File: src/rtl/arq_pkg.sv
// Shared types and constants for the go-back-N ARQ replay buffer.
package arq_pkg;

    typedef enum logic {
        StIdle = 1'b0,
        StSend = 1'b1
    } arq_state_e;

    localparam logic ACK_CODE = 1'b0;
    localparam logic NAK_CODE = 1'b1;

    localparam int unsigned DEF_WINDOW    = 4;
    localparam int unsigned DEF_FRAME_LEN = 16;
    localparam int unsigned DEF_PTR_W     = $clog2(DEF_WINDOW) + 1;
    localparam int unsigned DEF_OFF_W     = $clog2(DEF_FRAME_LEN);

    // One extra MSB keeps full and empty distinguishable after wrap-around.
    function automatic int unsigned ptr_width(input int unsigned window);
        return $clog2(window) + 1;
    endfunction

endpackage

File: src/rtl/arq_replay_ram.sv
// Frame store: simple dual-port RAM, one write port and one registered read port.
module arq_replay_ram #(
    parameter int unsigned DATA_W = 8,
    parameter int unsigned ADDR_W = 6
) (
    input  logic              clk,
    input  logic              we,
    input  logic [ADDR_W-1:0] waddr,
    input  logic [DATA_W-1:0] wdata,
    input  logic              re,
    input  logic [ADDR_W-1:0] raddr,
    output logic [DATA_W-1:0] rdata
);

    logic [DATA_W-1:0] mem [1 << ADDR_W];

    always_ff @(posedge clk) begin
        if (we) begin
            mem[waddr] <= wdata;
        end
        // Read data holds while re is low, which keeps a stalled beat stable.
        if (re) begin
            rdata <= mem[raddr];
        end
    end

endmodule

File: src/rtl/arq_replay_buffer.sv
// Go-back-N ARQ transmit buffer: stores up to WINDOW frames and replays from the oldest
// unacknowledged one on NAK or timeout. Optional counters: ARQ_REPLAY_STATS_EN.
module arq_replay_buffer
    import arq_pkg::*;
#(
    parameter int unsigned DATA_W    = 8,
    parameter int unsigned FRAME_LEN = 16,
    parameter int unsigned WINDOW    = 4,
    parameter int unsigned TIMEOUT   = 4096,
    parameter int unsigned MAX_RETRY = 3
) (
    input  logic                          i_clk,
    input  logic                          i_rst_n,
    input  logic [DATA_W-1:0]             i_data,
    input  logic                          i_valid,
    input  logic                          i_sof,
    output logic                          o_ready,
    output logic [DATA_W-1:0]             o_data,
    output logic                          o_valid,
    output logic                          o_sof,
    input  logic                          i_ready,
    input  logic                          i_ack_valid,
    input  logic                          i_ack_nak,
    input  logic                          i_arq_en,
    output logic [$clog2(WINDOW):0]       o_frames_held,
    output logic                          o_retrans,
    output logic                          o_err
`ifdef ARQ_REPLAY_STATS_EN
    ,
    output logic [31:0]                   o_stat_tx_frames,
    output logic [15:0]                   o_stat_retrans,
    output logic [15:0]                   o_stat_drops
`endif
);

    localparam int unsigned IDX_W = $clog2(WINDOW);
    localparam int unsigned PTR_W = ptr_width(WINDOW);
    localparam int unsigned OFF_W = $clog2(FRAME_LEN);
    localparam int unsigned TMO_W = (TIMEOUT > 1) ? $clog2(TIMEOUT) : 1;
    localparam int unsigned RTY_W = $clog2(MAX_RETRY + 1);

    localparam logic [OFF_W-1:0] LAST_OFF = OFF_W'(FRAME_LEN - 1);
    localparam logic [PTR_W-1:0] FULL_CNT = PTR_W'(WINDOW);
    localparam logic [TMO_W-1:0] TMO_LAST = TMO_W'(TIMEOUT - 1);

    arq_state_e        st_q, st_d;
    logic [PTR_W-1:0]  wr_ptr_q, wr_ptr_d, snd_ptr_q, snd_ptr_d, ack_ptr_q, ack_ptr_d;
    logic [OFF_W-1:0]  wr_off_q, wr_off_d, rd_off_q, rd_off_d;
    logic [TMO_W-1:0]  tmo_q, tmo_d;
    logic [RTY_W-1:0]  retry_q, retry_d;
    logic              rewind_q, rewind_d, arq_en_q, arq_en_d;
    logic              valid_q, valid_d, sof_q, sof_d, ready_q, ready_d;
    logic              retrans_q, retrans_d, err_q, err_d;

    logic              wr_en, wr_restart;
    logic [OFF_W-1:0]  wr_addr_off;
    logic              re;
    logic [IDX_W+OFF_W-1:0] raddr;
    logic [DATA_W-1:0] rdata;

    logic              hs, last_beat, frame_done, boundary;
    logic              ack_evt, nak_evt, tmo_run, tmo_hit, rewind_req;
    logic [PTR_W-1:0]  ack_base, snd_base, snd_next;
    logic [RTY_W-1:0]  retry_eff;

    // ---------------------------------------------------------------- write side
    assign wr_en       = i_valid && ready_q;
    assign wr_restart  = i_sof && (wr_off_q != '0);
    assign wr_addr_off = wr_restart ? '0 : wr_off_q;

    always_comb begin
        wr_off_d = wr_off_q;
        wr_ptr_d = wr_ptr_q;
        if (wr_en) begin
            if (wr_addr_off == LAST_OFF) begin
                wr_off_d = '0;
                wr_ptr_d = wr_ptr_q + PTR_W'(1);
            end else begin
                wr_off_d = wr_addr_off + OFF_W'(1);
            end
        end
    end

    arq_replay_ram #(
        .DATA_W (DATA_W),
        .ADDR_W (IDX_W + OFF_W)
    ) u_ram (
        .clk   (i_clk),
        .we    (wr_en),
        .waddr ({wr_ptr_q[IDX_W-1:0], wr_addr_off}),
        .wdata (i_data),
        .re    (re),
        .raddr (raddr),
        .rdata (rdata)
    );

    // ---------------------------------------------------------------- read / ARQ control
    assign hs         = valid_q && i_ready;
    assign last_beat  = rd_off_q == LAST_OFF;
    assign frame_done = (st_q == StSend) && hs && last_beat;
    assign boundary   = (st_q == StIdle) || frame_done;

    assign ack_evt = arq_en_q && i_ack_valid && (i_ack_nak == ACK_CODE)
                     && (snd_ptr_q != ack_ptr_q);
    assign tmo_run = arq_en_q && (st_q == StIdle) && (snd_ptr_q != ack_ptr_q);
    assign tmo_hit = tmo_run && (tmo_q == TMO_LAST);
    assign nak_evt = arq_en_q && (snd_ptr_q != ack_ptr_q)
                     && ((i_ack_valid && (i_ack_nak == NAK_CODE)) || tmo_hit);

    assign rewind_req = rewind_q || nak_evt;
    assign ack_base   = ack_ptr_q + PTR_W'(ack_evt);
    assign snd_base   = snd_ptr_q + PTR_W'(frame_done);
    assign retry_eff  = ack_evt ? '0 : retry_q;

    always_comb begin
        st_d      = st_q;
        snd_ptr_d = snd_ptr_q;
        ack_ptr_d = ack_base;
        rd_off_d  = rd_off_q;
        valid_d   = valid_q;
        sof_d     = sof_q;
        rewind_d  = rewind_req;
        retry_d   = retry_eff;
        arq_en_d  = arq_en_q;
        retrans_d = 1'b0;
        err_d     = 1'b0;
        re        = 1'b0;
        raddr     = '0;
        snd_next  = snd_base;

        tmo_d = tmo_q;
        if (!arq_en_q || ack_evt) begin
            tmo_d = '0;
        end else if (tmo_run) begin
            tmo_d = tmo_q + TMO_W'(1);
        end

        if (hs && !last_beat) begin
            re       = 1'b1;
            raddr    = {snd_ptr_q[IDX_W-1:0], rd_off_q + OFF_W'(1)};
            rd_off_d = rd_off_q + OFF_W'(1);
            sof_d    = 1'b0;
        end

        if (boundary) begin
            arq_en_d = i_arq_en;
            if (!arq_en_q) begin
                ack_ptr_d = snd_base;
                rewind_d  = 1'b0;
            end else if (rewind_req) begin
                rewind_d = 1'b0;
                tmo_d    = '0;
                if (snd_base != ack_base) begin
                    // Retry budget exhausted: give up on the oldest frame, replay the rest.
                    if ((32'(retry_eff) + 32'd1) >= MAX_RETRY) begin
                        ack_ptr_d = ack_base + PTR_W'(1);
                        snd_next  = ack_base + PTR_W'(1);
                        retry_d   = '0;
                        err_d     = 1'b1;
                    end else begin
                        snd_next  = ack_base;
                        retry_d   = retry_eff + RTY_W'(1);
                    end
                    retrans_d = snd_next != wr_ptr_q;
                end
            end
            snd_ptr_d = snd_next;
            if (snd_next != wr_ptr_q) begin
                st_d     = StSend;
                re       = 1'b1;
                raddr    = {snd_next[IDX_W-1:0], {OFF_W{1'b0}}};
                rd_off_d = '0;
                valid_d  = 1'b1;
                sof_d    = 1'b1;
            end else begin
                st_d    = StIdle;
                valid_d = 1'b0;
                sof_d   = 1'b0;
            end
        end
    end

    assign ready_d = (wr_ptr_d - ack_ptr_d) != FULL_CNT;

    always_ff @(posedge i_clk or negedge i_rst_n) begin
        if (!i_rst_n) begin
            st_q      <= StIdle;
            wr_ptr_q  <= '0;
            snd_ptr_q <= '0;
            ack_ptr_q <= '0;
            wr_off_q  <= '0;
            rd_off_q  <= '0;
            tmo_q     <= '0;
            retry_q   <= '0;
            rewind_q  <= 1'b0;
            arq_en_q  <= 1'b0;
            valid_q   <= 1'b0;
            sof_q     <= 1'b0;
            ready_q   <= 1'b0;
            retrans_q <= 1'b0;
            err_q     <= 1'b0;
        end else begin
            st_q      <= st_d;
            wr_ptr_q  <= wr_ptr_d;
            snd_ptr_q <= snd_ptr_d;
            ack_ptr_q <= ack_ptr_d;
            wr_off_q  <= wr_off_d;
            rd_off_q  <= rd_off_d;
            tmo_q     <= tmo_d;
            retry_q   <= retry_d;
            rewind_q  <= rewind_d;
            arq_en_q  <= arq_en_d;
            valid_q   <= valid_d;
            sof_q     <= sof_d;
            ready_q   <= ready_d;
            retrans_q <= retrans_d;
            err_q     <= err_d;
        end
    end

    assign o_ready       = ready_q;
    assign o_valid       = valid_q;
    assign o_sof         = sof_q;
    assign o_data        = valid_q ? rdata : '0;
    assign o_frames_held = wr_ptr_q - ack_ptr_q;
    assign o_retrans     = retrans_q;
    assign o_err         = err_q;

`ifdef ARQ_REPLAY_STATS_EN
    always_ff @(posedge i_clk or negedge i_rst_n) begin
        if (!i_rst_n) begin
            o_stat_tx_frames <= '0;
            o_stat_retrans   <= '0;
            o_stat_drops     <= '0;
        end else begin
            if (frame_done && (o_stat_tx_frames != '1)) begin
                o_stat_tx_frames <= o_stat_tx_frames + 32'd1;
            end
            if (retrans_d && (o_stat_retrans != '1)) begin
                o_stat_retrans <= o_stat_retrans + 16'd1;
            end
            if (err_d && (o_stat_drops != '1)) begin
                o_stat_drops <= o_stat_drops + 16'd1;
            end
        end
    end
`endif

endmodule

File: config.mk
export PLATFORM = sky130hd
export DESIGN_NAME = arq_replay_buffer
export DESIGN_NICKNAME = d
export VERILOG_FILES = /design/src/rtl/arq_pkg.sv /design/src/rtl/arq_replay_ram.sv /design/src/rtl/arq_replay_buffer.sv
export SDC_FILE = /design/constraint.sdc
export NUM_CORES = 1
export LEC_CHECK = 0
export BUFFER_PORTS_ARGS = -buffer_cell sky130_fd_sc_hd__buf_2
export CORE_MARGIN = 4
export CORE_UTILIZATION = 50
export CTS_BUF_LIST = sky130_fd_sc_hd__clkbuf_4
export DETAILED_ROUTE_END_ITERATION = 7
export HOLD_SLACK_MARGIN = 0.12
export PLACE_DENSITY = 0.66
export SYNTH_ARGS = -nofsm -noshare
export SYNTH_HDL_FRONTEND = slang
export SYNTH_SLANG_ARGS = --single-unit
export TNS_END_PERCENT = 1
File: constraint.sdc
create_clock -name i_clk -period 12.6 [get_ports i_clk]
set_clock_uncertainty 0.2 [all_clocks]
set_input_delay 2.52 -clock i_clk [delete_from_list [all_inputs] [get_ports i_clk]]
set_output_delay 2.52 -clock i_clk [all_outputs]
set_load 0.01 [all_outputs]
==> reports/qor.yml <==
status:
  status: "complete, no violations"
clocking:
  clock_latency_ns: 0.94
  cts_buffer_depth: 3
  hold_buffers: 0
  numCtsBuffers: 142
  cts_sinks: 558
  cts_tree: "done"
  ctsRootBufferMaster: "clkbuf_4"
  cts-resized-gates: 0
  cts_max_level: 4
  clk_pin_slew_ns: 0.07
  postCtsSetupBuffers: 0
detailed_routing:
  vias: 13600
  antenna_left: 0
  routed_wl_mm: 55.0
  wire_per_inst_um: 24.0
  remaining_drc_errors: 0
  dr.pass1.iters: 6
  drtIter0Drc: 1744
  viasPerCell: 5.93
worst_setup_path:
  r2r-end: "u_ram.rdata[7]$_DFFE_PP_"
  crit_path_start_kind: "primary input"
  arrival_ns: 7.27
  critPathMaxFanout: 87
  r2r_start: "snd_ptr_q[0]$_DFFE_PN0N_"
  reg2reg_slack_ns: 6.72
  critical_path_required_ns: 13.08
  crit_path_end_kind: "flop"
  worst-r2r-cell-count: 17
  critPathKind: "primary input to flop"
power:
  powerDensity_nw_per_um2: 208
  p_seq_share_pct: 40.4
  p_sw_mw: 1.78
  total_power_mw: 5.24
  p_comb_share_pct: 30.1
  internal-power_mw: 3.46
  swShare_pct: 33.9
  peakVddDrop_mv: 0.133
  p_leak_nw: 8.78
  pwr-share-clk_pct: 29.6
synth:
  ys_seq_area_share_pct: 73.1
  synth-async-reset-ratio_pct: 6.81
  ys_types: 61
  yosys-top-cells-count: "edfxtp_1 (520), nor2_1 (144), mux2i_1 (132), a22oi_1 (93), o21ai_0 (88)"
  synth_nets: 1515
  yosysMostFrequentCell: "edfxtp_1"
  synth_ff_type: "edfxtp_1"
  synth_area_leader_cell: "edfxtp_1"
  synthTopCellsByArea: "edfxtp_1 (69%), mux2i_1 (5.8%), dfrtp_1 (4.2%), a22oi_1 (3.1%), nor2_1 (2.4%)"
  syn_avg_cell_area_um2: 15.3
  ys_ff_latch: 558
  synth_warnings: 0
  synth_area_um2: 22600
  synth_top_area_share_pct: 69.0
  synth_cells: 1482
  synth_edf_count: 520
global_route:
  grt_pass1_vias: 13600
  grt_pass1_wl_mm: 83.1
  grt_usage_pct: 22.3
  gr-total-overflow: 0
  antenna_found_initial: 4
  grt_max_degree: 88
die:
  io_pins: 32
  die_w_um: 221
  die_h_um: 221
  die_area_um2: 48800
  start_util_pct: 50.9
  core_area_um2: 44500
  num_rows: 77
layout:
  fin_util_pct: 56.8
  drive_gt1_share_pct: 17.2
  synthToLayoutAreaGrowth_pct: 11.6
  final_cells: 2297
  fin_nets: 1629
  fin_area_um2: 25300
placement:
  hpwl_mm: 32.6
  gp_congestion: 0.869
  dp.cells: 2044
  port_buffers: 31
  placed_area_um2: 23400
sta:
  maxSlewViolCount: 0
  layout_min_cycle_time_ns: 6.79
  tightest_slew_ns: 1.01
  setup_tns_ns: 0
  rsz0062_at_grt: "no"
  finalCritPeriodShare_pct: 53.9
  relSlewSlack_pct: 32.3
  setup-violations-final: 0
  clock.fmax_ghz: 0.147
  finalHoldViolCount: 0
worst_hold_path:
  min_to: "o_sof$_DFFE_PN0P_"
  worstHoldStart: "o_sof$_DFFE_PN0P_"
  hold_path_class: "flop to flop"
  min_path_cells: 2
job:
  maxCapViolCount: 0
==> through the flow <==
| stage | worst slack [ns] | hold WS [ns] |
|---|---|---|
| finish | 5.81 | 0.329 |
| global route | 5.67 | 0.362 |
| CTS | 6.01 | 0.331 |
| detailed placement | 4.98 | 0.311 |
| global placement | 5.12 | 0.307 |
| floorplan | 6.26 | 0.304 |
==> layer usage <==
layer	vias to the layer above	wire, µm	GRT usage, %
li1	6145	-	-
met1	6786	23200	30.9
met2	581	25600	33.7
met3	108	4690	6.72
met4	2	1540	8.66
met5	-	13	0
==> cells in the final DEF, fill, tap and decap left out, drive strengths merged, types with 12 or more instances in the layout <==
cell type / count
nand3: 21
inv: 18
dfrtp: 38
a21oi: 25
o21ai: 90
mux2i: 132
xnor2: 18
edfxtp: 520
nand2: 54
a221oi: 27
a211o: 16
clkbuf: 203
ha: 16
nor2: 144
and2: 12
o211ai: 57
clkinv: 37
a22oi: 93
buf: 54
xor2: 17
==> worst max-delay path: stages <==
cell and delay [ns]:
buf_2 0.09, nand2_1 0.06, a311o_2 0.42, inv_1 0.13, ha_1 0.17, ha_1 0.30, ha_1 0.35, xor2_1 0.18
nor4_1 0.06, a31oi_1 0.32, o31ai_4 0.21, o21ai_4 0.16, buf_4 0.34, buf_4 0.71, mux2_2 0.41, a221oi_1 0.25
o2111ai_1 0.15, or3_1 0.39
==> power groups by stage <==
stage                     combinational, mW  sequential (mW)  clock [mW]
after floorplan                        1.08             2.12           0
after global placement                 1.56             2.15           0
after detailed placement               1.58             2.15           0
after CTS                              1.58             2.11        1.59
after global routing                   1.69             2.11        1.70
final                                  1.58             2.12        1.55
==> registers in the layout, indices dropped and copies added, names as in the netlist <==
signal       cells
u_ram.mem      512
tmo_q           12
u_ram.rdata      8
rd_off_q         4
wr_off_q         4
ack_ptr_q        3
snd_ptr_q        3
wr_ptr_q         3
retry_q          2
arq_en_q         1
o_err            1
o_ready          1
o_retrans        1
o_sof            1
o_valid          1
rewind_q         1
==> final cells by class <==
type / instances / area, µm²
clock buffer: 203 / 1520
inverter: 16 / 60.1
sequential: 558 / 16600
fill: 3523 / 19200
timing repair buffer: 54 / 328
tap: 592 / 741
multi-input combinational: 824 / 5730
antenna: 5 / 12.5
clock inverter: 45 / 312
==> worst max-delay path by stage <==
| stage | cells past startpoint | start | end | slack (ns) |
|---|---|---|---|---|
| floorplan | 17 | i_ack_valid | u_ram.rdata[6]$_DFFE_PP_ | 6.26 |
| finish | 18 | i_ack_valid | u_ram.rdata[7]$_DFFE_PP_ | 5.81 |
| CTS | 18 | i_ack_valid | u_ram.rdata[5]$_DFFE_PP_ | 6.01 |
| global placement | 18 | i_ack_valid | u_ram.rdata[5]$_DFFE_PP_ | 5.12 |
| detailed placement | 18 | i_ack_valid | u_ram.rdata[5]$_DFFE_PP_ | 4.98 |
| global route | 18 | i_ack_valid | u_ram.rdata[1]$_DFFE_PP_ | 5.67 |
==> logic make-up (layout without fill, tap and decap cells) <==
| logic type | Yosys count | after routing | synth area share [%] |
|---|---|---|---|
| muxes | 141 | 141 | 6.30 |
| adders and majority gates | 17 | 17 | 0.972 |
| DFF | 558 | 558 | 73.1 |
| other | 0 | 5 | 0 |
| and+or+nand+nor | 280 | 280 | 5.51 |
| AOI/OAI and AO/OA | 350 | 350 | 10.8 |
| buffers and inverters | 100 | 318 | 1.77 |
| xor gates and xnor gates | 36 | 36 | 1.45 |
(Power assumes the default switching activity.)
